### config.mk
export PLATFORM = sky130hd
export DESIGN_NAME = cbus_rr_arbiter
export DESIGN_NICKNAME = d
export VERILOG_FILES = /design/src/rtl/common_pkg.sv /design/src/rtl/rr_priority_picker.sv /design/src/rtl/cbus_rr_arbiter.sv
export SDC_FILE = /design/constraint.sdc
export NUM_CORES = 1
export LEC_CHECK = 0
export ABC_CLOCK_PERIOD_IN_PS = 2700
export CAP_MARGIN = 0
export CORE_AREA = 2 2 131 133
export CTS_BUF_LIST = sky130_fd_sc_hd__clkbuf_8
export DETAILED_ROUTE_END_ITERATION = 16
export DIE_AREA = 0 0 133 135
export PLACE_DENSITY = 0.58
export SYNTH_ARGS = -nofsm -noshare
export SYNTH_HDL_FRONTEND = slang
export SYNTH_HIERARCHICAL = 1
export SYNTH_SLANG_ARGS = --single-unit
### constraint.sdc
create_clock -name clk -period 2.7 [get_ports clk]
set_input_delay 0.675 -clock clk [delete_from_list [all_inputs] [get_ports clk]]
set_output_delay 0.675 -clock clk [all_outputs]
set_load 0.01 [all_outputs]
### src/rtl/common_pkg.sv
// Shared CBus request/response bundles and arbitration types.
// Imported by every block that talks to the CBus.
package common;

    typedef enum logic {
        ARB_FIXED,
        ARB_ROUND_ROBIN
    } arb_policy_t;

    typedef enum logic [1:0] {
        ARB_IDLE,
        ARB_ARM,
        ARB_LOCKED
    } arb_state_t;

    typedef struct packed {
        logic        valid;
        logic        is_write;
        logic [1:0]  size;
        logic [31:0] addr;
        logic [3:0]  strobe;
        logic [31:0] data;
        logic [3:0]  len;
    } cbus_req_t;

    typedef struct packed {
        logic        ready;
        logic        last;
        logic [31:0] data;
    } cbus_resp_t;

endpackage

### src/rtl/rr_priority_picker.sv
// Combinational N-way picker: first valid index scanning upward from ptr
// with wrap-around, or lowest valid index under fixed priority.
module rr_priority_picker
    import common::*;
#(
    parameter int N     = 2,
    parameter int IDX_W = N > 1 ? $clog2(N) : 1
) (
    input  logic [N-1:0]     valid,
    input  logic [IDX_W-1:0] ptr,
    input  arb_policy_t      policy,
    output logic [IDX_W-1:0] sel,
    output logic             any
);

    int base;
    int pos;

    always_comb begin
        sel  = '0;
        any  = 1'b0;
        base = 0;
        pos  = 0;
        if (policy == ARB_ROUND_ROBIN && int'(ptr) < N) begin
            base = int'(ptr);
        end
        for (int i = 0; i < N; i++) begin
            pos = base + i;
            if (pos >= N) begin
                pos = pos - N;
            end
            if (!any && valid[pos]) begin
                any = 1'b1;
                sel = IDX_W'(pos);
            end
        end
    end

endmodule

### src/rtl/cbus_rr_arbiter.sv
// N-to-1 CBus arbiter: picks one master, locks the grant until the slave
// signals last, optionally registering the grant for timing relief.
module cbus_rr_arbiter
    import common::*;
#(
    parameter int          NUM_INPUTS       = 2,
    parameter arb_policy_t POLICY           = ARB_ROUND_ROBIN,
    parameter bit          REGISTERED_GRANT = 1'b0,
    localparam int         IDX_W = NUM_INPUTS > 1 ? $clog2(NUM_INPUTS) : 1
) (
    input  logic                              clk,
    input  logic                              resetn,
    input  cbus_req_t  [NUM_INPUTS-1:0]       ireqs,
    output cbus_resp_t [NUM_INPUTS-1:0]       iresps,
    output cbus_req_t                         oreq,
    input  cbus_resp_t                        oresp,
    output logic       [NUM_INPUTS-1:0]       grant,
    output logic                              busy
);

    arb_state_t       state;
    logic [IDX_W-1:0] idx;
    logic [IDX_W-1:0] ptr;

    logic [NUM_INPUTS-1:0] valids;
    logic [IDX_W-1:0]      sel;
    logic                  any;
    logic [IDX_W-1:0]      owner;
    logic                  active;

    function automatic logic [IDX_W-1:0] next_ptr(input logic [IDX_W-1:0] i);
        if (POLICY != ARB_ROUND_ROBIN || int'(i) >= NUM_INPUTS - 1) begin
            return '0;
        end
        return i + 1'b1;
    endfunction

    always_comb begin
        valids = '0;
        for (int i = 0; i < NUM_INPUTS; i++) begin
            valids[i] = ireqs[i].valid;
        end
    end

    rr_priority_picker #(
        .N     (NUM_INPUTS),
        .IDX_W (IDX_W)
    ) u_picker (
        .valid  (valids),
        .ptr    (ptr),
        .policy (POLICY),
        .sel    (sel),
        .any    (any)
    );

    // Zero-latency mode forwards the picker winner while still IDLE.
    always_comb begin
        owner  = idx;
        active = 1'b0;
        unique case (state)
            ARB_IDLE: begin
                if (!REGISTERED_GRANT && any) begin
                    owner  = sel;
                    active = 1'b1;
                end
            end
            ARB_ARM, ARB_LOCKED: begin
                active = 1'b1;
            end
            default: begin
                active = 1'b0;
            end
        endcase
    end

    always_comb begin
        oreq   = '0;
        iresps = '0;
        grant  = '0;
        if (resetn && active) begin
            oreq          = ireqs[owner];
            iresps[owner] = oresp;
            grant[owner]  = 1'b1;
        end
    end

    assign busy = resetn && (state != ARB_IDLE);

    always_ff @(posedge clk or negedge resetn) begin
        if (!resetn) begin
            state <= ARB_IDLE;
            idx   <= '0;
            ptr   <= '0;
        end else begin
            unique case (state)
                ARB_IDLE: begin
                    if (any) begin
                        if (REGISTERED_GRANT) begin
                            idx   <= sel;
                            state <= ARB_ARM;
                        end else if (oresp.last) begin
                            ptr <= next_ptr(sel);
                        end else begin
                            idx   <= sel;
                            state <= ARB_LOCKED;
                        end
                    end
                end
                ARB_ARM, ARB_LOCKED: begin
                    if (oresp.last) begin
                        state <= ARB_IDLE;
                        ptr   <= next_ptr(idx);
                    end
                end
                default: begin
                    state <= ARB_IDLE;
                end
            endcase
        end
    end

endmodule

# After elaboration in Yosys (flattened, before gate mapping)
# Cells that the tools add are included.
# Widths: inputs -> output; s select.
word_totals:
  register_bits: 4
  in_bits: 188
  output_inout_bits: 147
  wordCells: 80
classes:
  n_addsub: 5
  magnitude_cmp: 8
  eq_ne: 6
  mux: 44
  bitwise: 2
  reduce_logical: 12
ops:
  columns: ["op", "count"]
  rows:
  - ["$mux 76", 3]
  - ["$and 68x68->68", 1]
  - ["$mux 68", 1]
  - ["$lt 32x3->1 const B", 2]
  - ["$mux 32", 2]
  - ["$demux 34 s1", 1]
  - ["$mux 34", 1]
  - ["$ge 32x3->1 const B", 1]
  - ["$sub 32x3->32 const B", 1]
  - ["$mux 1", 28]
  - ["$mux 2", 4]
  - ["$ne 2x2->1 const B", 4]
  - ["$reduce_and 3->1", 2]
  - ["$logic_and 1x1->1", 4]
  - ["$pmux 1 s2", 2]
  - ["$pmux 2 s2", 1]
  - ["$reduce_and 4->1", 1]
  - ["$reduce_bool 2->1", 2]
  - ["$ge 1x1->1 const B", 3]
  - ["$sub 1x2->3 const B", 1]
  - ["$add 1x1->1 const B", 2]
  - ["$add 1x1->2 const B", 1]
  - ["$eq 2x1->1 const B", 1]
  - ["$eq 2x2->1 const B", 1]
  - ["other kinds (7)", 7]

# Depth between registers and ports, before layout
# Gate-level depths: netlist of run 1.
depth:
  word_depth: 18
  mapped_depth: 7
  mapped_depth_nobuf: 5

# Cells and area by module
# Netlist of run 1, hierarchy kept.
modules_own_cells:
  columns: ["module", "n_inst", "cells_per_inst", "area_per_inst_um2", "seq_area_each_um2"]
  rows:
  - ["cbus_rr_arbiter", 1, 190, 1425.1, 75.1]
  - ["rr_priority_picker", 1, 3, 17.5, 0.0]

# Worst setup path after synthesis of run 1
# No wires, ideal clock.
synth_path:
  kind: "input port to output port"
  startpoint: "input port ireqs[151] in the netlist's numbering"
  endpoint: "output port oreq[0] in the netlist's numbering"
  arrival_ns: 1.886
  required_ns: 2.025
  path_slack_ns: 0.139
  cell_stages: 6
  n_path_buf: 2
  path_cell_list: "a21boi_1 -> nand3b_1 -> a21oi_1 -> buf_2 -> buf_1 -> a22o_1"
synth_lines:
  columns: ["item", "line", "source"]
  rows:
  - ["start: declaration", "cbus_rr_arbiter.sv:13", "input cbus_req_t [NUM_INPUTS-1:0] ireqs,"]
  - ["end: declaration", "cbus_rr_arbiter.sv:15", "output cbus_req_t oreq,"]

==> results.txt, run 1 <==
The hold buffer count at cts came out at 0. The worst register-to-register path begins at state[1]. The number of placement rows is 47. The share of the Yosys chip area taken by registers is 5.20%. The Yosys step of the flow raised 6 warnings. Adding up every negative setup slack in the final design gives -18.94 ns. The global-route usage over all layers came out at between 15 and 20%. The number of endpoints failing setup at the final stage is roughly 130. Among cell families on the critical path, the largest total delay comes from buffers and inverters. TritonCTS built the clock tree.

The boundary pin count is 335. The worst register-to-register path ends at idx. The final worst slack came out at -0.288 ns. The maximum buffer depth of the clock tree came out at 2.

At the end of routability-driven placement, the weighted congestion stood at approximately 0.98. The flow ran to the end, but the final reports show violations. The number of flip-flops and latches in the synthesized netlist came out at 3. The post-detailed-route wirelength per cell came out at 21.0 µm. The worst path required time came out at 2.03 ns.

The latest clock arrival within the worst-skew pair came out at 0.21 ns. Using the TritonRoute via totals, the vias-per-cell ratio works out to 4.13. The achievable frequency is 0.335 GHz. The number of antenna diodes in the final layout is 0.

In this run the static leakage power is 2.59 nW. The instance count after placement with tap cells included came out at 732. The post-layout utilization of the core is 33.8%. The initial antenna violation count is 0. The number of unique standard cell types used by synthesis is 23. The overall die height came out at 135 µm. The area of the die is 18000 µm². The area of the core is 16400 µm². The endpoint arrival time on the critical path is 2.31 ns. The global-route wire length before repair is 20800 µm. The min-delay analysis places its worst path in the category primary input to async pin. The critical path runs through a total of 10 cells. The effective utilization at floorplan is 8.79%. The number of global-route vias before repair is approximately 3200.

The part of the cycle the worst path needs is 111%. The count of flip-flops with a built-in enable after synthesis came out at 0. After clock tree synthesis, the clock-pin slew on the worst setup and hold paths is 0.03 ns. The minimum clock period after layout is 2.99 ns. The worst setup path is launched from a primary input. Fill cells in the final layout number 1666. The most used flip-flop cell after synthesis is dfrtp_1.

In this run the worst setup path terminates at oreq[34]. The cell count after synthesis is ~190. The first element of the critical path is ireqs[151]. Entering global routing, the biggest net connects 25 pins.

The power density over cell area came out at 263 nW/µm². The final count of hold timing violations is 0. The worst setup path is captured at an output port. After synthesis, the most frequently instantiated cells are a22o_1 (76), and2_1 (69), clkbuf_1 (8). The number of H-tree levels is 1. The largest fanout on the critical path came out at 6.

Traced cell by cell, the critical path runs through buf_6 > a21boi_4 > or3b_4 > a21oi_4 > buf_6 > buf_12 > buf_16 > buf_12 > a22o_1 > buf_2. The net count of the mapped netlist came out at between 300 and 400. Counting cells, the worst reg-to-reg path comes to 3. The total number of vias is 3210. The count of pins over their slew limit came out at 0. Yosys instantiated no cell more often than a22o_1. The tool flagged a number of max-cap violations equal to 0. The number of optimization iterations in the first detailed-route pass came out at 4. The DRC violation count after routing came out at 0.

The worst-case IR drop observed on VDD is between 80 and 90 µV. In the post-synthesis netlist, the biggest area contributors are a22o_1 (46%), and2_1 (30%), dfrtp_1 (5.2%). The fraction of layout cells with a size suffix above 1 is 40.4%. The number of clock buffers inserted by TritonCTS is 3. The die span in x is 133 µm. The mapped cell area is 1440 µm².

The final reports fail on negative setup slack. The area growth from synthesis to layout is 285%. The post-DP HPWL is between 10000 and 15000 µm.

The number of standard cells in the final layout excluding fillers came out at 777. The worst-path cell with the longest stage delay is or3b_4. The start-to-end type of the worst setup path is primary input to output port. Counting both buffers and inverters, the worst setup path holds a total of 6.

Setup repair after global routing could not meet its margin everywhere. The register-to-register setup slack is 1.45 ns. The leading area contributor after synthesis is a22o_1. The number of clock sinks is 3. In this run, the number of DRC markers left after iteration 0 of detailed routing was 129. The peak per-stage delay on the critical path is between 0.3 and 0.4 ns. The worst setup skew after layout came out at 0.00456 ns. The total overflow reported by the global router came out at 0. Averaged over all synthesized cells, the footprint is 7.47 µm². The net count of the finished layout came out at 746. Port buffering added between 300 and 400 buffers. Summed over its instances, the top area cell type makes up 46.1% of the synthesized netlist area. The final antenna-violating net count came out at 0. The cell at the root of the clock tree is clkbuf_8.

The total detailed-routing wirelength came out at 16300 µm. The share of flip-flops with an asynchronous set or reset came out at 100%.
[layout make-up]
cell class                 count  area [µm²]  share of cell area, %
clock inverter                 1        3.75                 0.0676
sequential                     3        75.1                   1.35
tap                          220         275                   4.96
multi-input combinational    164        1320                   23.8
inverter                       1        3.75                 0.0676
clock buffer                   3        41.3                  0.744
timing repair buffer         385        3830                   69.0
[sequential cells by signal, summed over array words and instances (netlist names)]
register,count
idx,1
ptr,1
state,1
[stage by stage]
stage / cell area (µm²) / power (W) / worst slack [ns] / hold WS, ns
6_report: 5550 / 0.00146 / -0.288 / 0.519
3_3_place_gp: 5070 / 0.00113 / -1.01 / 0.537
3_5_place_dp: 5070 / 0.00114 / -1.01 / 0.571
4_1_cts: 5240 / 0.00136 / -0.256 / 0.518
5_1_grt: 5550 / 0.00154 / -0.336 / 0.531
2_1_floorplan: 1440 / 0.000424 / 0.139 / 0.379
[cell families after synthesis]
family                 after synthesis  synth area share (%)
buffers and inverters               26                  10.1
other                                1                 0.260
DFF                                  3                  5.20
muxes                                1                 0.781
and+or+nand+nor                     80                  34.2
AOI/OAI and AO/OA                   82                  49.5
[repair_timing]
| action | 4_1_cts | 5_1_grt |
|---|---|---|
| buffers inserted | 13 | 19 |
| pin swaps | 36 | 36 |
| cloned | 11 | 6 |
| setup endpoints to repair | 146 | 141 |
| endpoints found under the hold margin | 0 | 0 |
| resized for setup | 483 | 171 |
[cell usage in the layout (no fill, tap or decap), types with 2 or more instances in the layout]
| cell | instances |
|---|---|
| clkdlybuf4s15_2 | 2 |
| clkdlybuf4s50_1 | 185 |
| a22o_1 | 75 |
| and2_4 | 27 |
| buf_4 | 10 |
| clkbuf_8 | 3 |
| nor2_1 | 4 |
| nand2_1 | 2 |
| buf_12 | 19 |
| buf_8 | 6 |
| buf_16 | 6 |
| buf_6 | 42 |
| clkbuf_2 | 19 |
| dlygate4sd2_1 | 13 |
| buf_2 | 76 |
| clkbuf_16 | 6 |
| dfrtp_1 | 3 |
| a31oi_1 | 2 |
| a21oi_4 | 2 |
| and2_1 | 42 |
[worst min path at each step]
stage          startpoint  end  cells after the start
2_1_floorplan      resetn  idx                      0
3_3_place_gp          idx  idx                      1
3_5_place_dp          idx  idx                      1
4_1_cts            resetn  ptr                      2
5_1_grt            resetn  ptr                      2
6_report           resetn  ptr                      2
[where the power goes]
part           internal, W  leakage [nW]  switching [W]
Clock            0.0000965        0.0269      0.0000270
Combinational     0.000781          2.53       0.000498
Sequential       0.0000523        0.0350     0.00000549
Total             0.000929          2.59       0.000530
[layer usage]
metal / part of all wire [%] / track usage [%]
met1: 36 / 17.6
met2: 52 / 28.8
met3: 11 / 5.29
met4: 0.51 / 1.43
met5: 0 / 0
Note: power is estimated with default switching activity, not from simulation.
==> run 2, diff against run 1 <==
--- a/config.mk
+++ b/config.mk
@@ -8,7 +8,7 @@
 export ABC_CLOCK_PERIOD_IN_PS = 2700
 export CAP_MARGIN = 0
 export CORE_AREA = 2 2 131 133
-export CTS_BUF_LIST = sky130_fd_sc_hd__clkbuf_8
+export CTS_BUF_LIST = sky130_fd_sc_hd__clkbuf_2
 export DETAILED_ROUTE_END_ITERATION = 16
 export DIE_AREA = 0 0 133 135
 export PLACE_DENSITY = 0.58
==> run 2 against run 1 <==
  * The run still ends with negative setup slack left
  * First-iteration DRC count is 50% higher
  * Maximum frequency barely moved
  * Total power decreased by 4.5%
  * Utilization is 0.28 points lower
  * Routed wire length is 0.65% lower
  * Register-to-register slack got worse by 0.02 ns
  * Clock power fell by 48%
  * Sequential cell count unchanged
  * Critical path type unchanged
  * Largest cell class unchanged
  * Largest power group unchanged
==> results.txt, run 2 (synthesis gave the netlist of run 1 again) <==
The proportion of total power due to net switching came out at 37.7% (was 36.3%). The post-DP HPWL came to 10500 µm (unchanged). The DRC violation count after routing came to 0 (unchanged). The post-detailed-route via-to-cell ratio was 4.13 (about the same). The start-to-end type of the worst setup path was primary input to output port (unchanged).

The leakage dissipation was 2.57 nW (was 2.59 nW). The boundary pin count is 335 (unchanged). The final antenna-violating net count is 0 (unchanged). The register-to-register setup slack is 1.43 ns (was 1.45 ns). The worst setup skew after layout is 0.000961 ns (was 0.00456 ns).

The number of port buffers is 334 (unchanged). The switching power of the nets was 0.000526 W (was 0.000530 W). The number of endpoints failing setup at the final stage is 127 (was 125). The post-layout utilization of the core came to 33.6% (was 33.8%).

The part of the cycle the worst path needs is 111% (about the same). The met3 track demand over resource is 5.14% (was 5.29%). The achievable frequency came out at 0.335 GHz (about the same). The most frequent standard cell in the layout excluding fill and tap cells is clkdlybuf4s50_1 (unchanged). The smallest hold slack came out at 0.528 ns (was 0.519 ns).

The internal cell power was 0.000869 W (was 0.000929 W). The cell area after layout came out at 5510 µm² (was 5550 µm²). The worst hold path class is primary input to async pin (unchanged). The number of placement rows is 47 (unchanged). The fraction of layout cells with a size suffix above 1 is 39.9% (was 40.4%). The largest net degree at the start of global routing is 25 (unchanged). The worst path required time came out at 2.03 ns (about the same). The DRC marker count from the first detailed-route iteration is 194 (was 129).

The diode insertion count for antenna repair is 0 (unchanged). The number of global-route vias before repair is 3216 (was 3205). The largest vdd supply drop came out at 63.7 µV (was 84.4 µV). The number of optimization iterations in the first detailed-route pass came to 4 (unchanged).

The hold buffer count at cts is 0 (unchanged). The final estimated routing congestion in global placement came out at 0.978 (unchanged). The busiest metal layer after global routing is met2 (unchanged). The effective utilization at floorplan is 8.79% (unchanged). Registers with the highest flip-flop counts: idx (1), ptr (1), state (1) (unchanged).

The pre-CTS worst setup slack came out at -1.01 ns (unchanged). The met2 routing resource usage after global routing was 28.9% (was 28.8%). The post-detailed-route wirelength per cell came out at 20.9 µm (was 21.0 µm).

The overall die height came to 135 µm (unchanged). The area growth from synthesis to final layout is 282% (was 285%). The number of standard cells in the final layout excluding fillers came to 777 (unchanged). The global-route usage over all layers was 15.5% (was 15.4%). The fraction of power consumed by sequential logic is 4.1% (was 4.0%). The total detailed-routing wirelength came out at 16200 µm (was 16300 µm). The largest fanout on the critical path came out at 6 (unchanged). Setup repair after global routing missed its margin: true (unchanged). The final count of hold timing violations is 0 (unchanged).

The die span in x came out at 133 µm (unchanged). The total number of vias is 3212 (was 3210). The CTS tree was built (unchanged).

The clock transition time at the flip-flop clock pins of the worst setup and hold paths came to 0.04 ns (was 0.03 ns). The maximum buffer depth of the clock tree is 2 (unchanged). The clock power share was 4.5% (was 8.5%). The cell at the root of the clock tree was clkbuf_2 (was clkbuf_8). The fraction of met1 tracks used by global routing came out at 17.6% (about the same).

The total overflow reported by the global router is 0 (unchanged). The power density over cell area is 253 nW/µm² (was 263 nW/µm²). The minimum clock period after layout came out at 2.99 ns (about the same).

The latest clock arrival within the worst-skew pair came to 0.20 ns (was 0.21 ns). The area of the core is 16400 µm² (unchanged). The instance count after placement with tap cells included is 732 (unchanged). The kind of end point of the critical path is an output port (unchanged). Violated checks: negative setup slack (unchanged). The number of clock sinks is 3 (unchanged). The endpoint arrival time on the critical path is 2.31 ns (about the same).

The max-cap violation count was 0 (unchanged). The share of total power in combinational logic is 91.3% (was 87.6%). Result of the run: complete, but fails checks (unchanged). The final worst slack came out at -0.289 ns (was -0.288 ns). The number of clock buffers inserted by TritonCTS came out at 3 (unchanged). The area of the die was 18000 µm² (unchanged). The net count of the finished layout came to 746 (unchanged). Top library cells by usage in the layout, fill and taps aside: clkdlybuf4s50_1 (185), buf_2 (77), a22o_1 (75), and2_1 (46), buf_6 (39) (was clkdlybuf4s50_1 (185), buf_2 (76), a22o_1 (75), and2_1 (42), buf_6 (42)). The count of pins over their slew limit came out at 0 (unchanged).

The placed instance area came out at 5070 µm² (unchanged). The initial antenna violation count came to 0 (unchanged). The global-route wire length before repair is 20800 µm (about the same).

The number of H-tree levels is 1 (unchanged). The sort of element at the start of the critical path is a primary input (unchanged).
==> run 2: metrics by stage <==
stage	power, W	TNS [ns]
6_report	0.00139	-18.89
5_1_grt	0.00147	-25.60
4_1_cts	0.00130	-20.00
3_5_place_dp	0.00114	-124.73
3_3_place_gp	0.00113	-123.80
2_1_floorplan	0.000424	0
==> run 2: final timing paths <==
check                           end  cells after the start  startpoint
min reg2reg                     idx                      1         idx
max                        oreq[67]                     10  ireqs[151]
min in group clk                idx                      1         idx
max in group asynchronous       idx                      2      resetn
max reg2reg                     idx                      3    state[1]
min                             ptr                      2      resetn
==> run 2: area by class of cell <==
| cell class | instances | area [µm²] |
|---|---|---|
| Clock buffer | 4 | 20.0 |
| Fill cell | 1668 | 10900 |
| Tap cell | 220 | 275 |
| Timing Repair Buffer | 385 | 3820 |
| Multi-Input combinational cell | 164 | 1310 |
| Inverter | 1 | 3.75 |
| Sequential cell | 3 | 75.1 |
==> run 2: power groups by stage <==
stage	sequential (W)	clock [W]	combinational (W)
finish	0.0000577	0.0000634	0.00127
global route	0.0000592	0.0000692	0.00134
CTS	0.0000577	0.0000672	0.00117
detailed placement	0.0000583	0	0.00108
global placement	0.0000571	0	0.00107
floorplan	0.0000567	0	0.000367
==> run 2: critical path, stage by stage <==
cell and delay [ns]:
buf_6 0.10, a21boi_4 0.13, or3b_4 0.38, a21oi_4 0.20, buf_6 0.20, buf_12 0.12
buf_16 0.10, buf_12 0.10, a22o_1 0.16, buf_2 0.14
==> run 2: routing by layer <==
layer | up-vias | share of wire [%]
li1 | 1456 | -
met1 | 1501 | 37
met2 | 251 | 52
met3 | 4 | 11
met4 | 0 | 0.38
met5 | - | 0
==> run 2: what timing repair did <==
item,CTS,global route
gates cloned,11,6
resized for setup,483,162
setup buffers,13,18
setup endpoints to repair,146,141
pin swaps,36,33
endpoints found under the hold margin,0,0
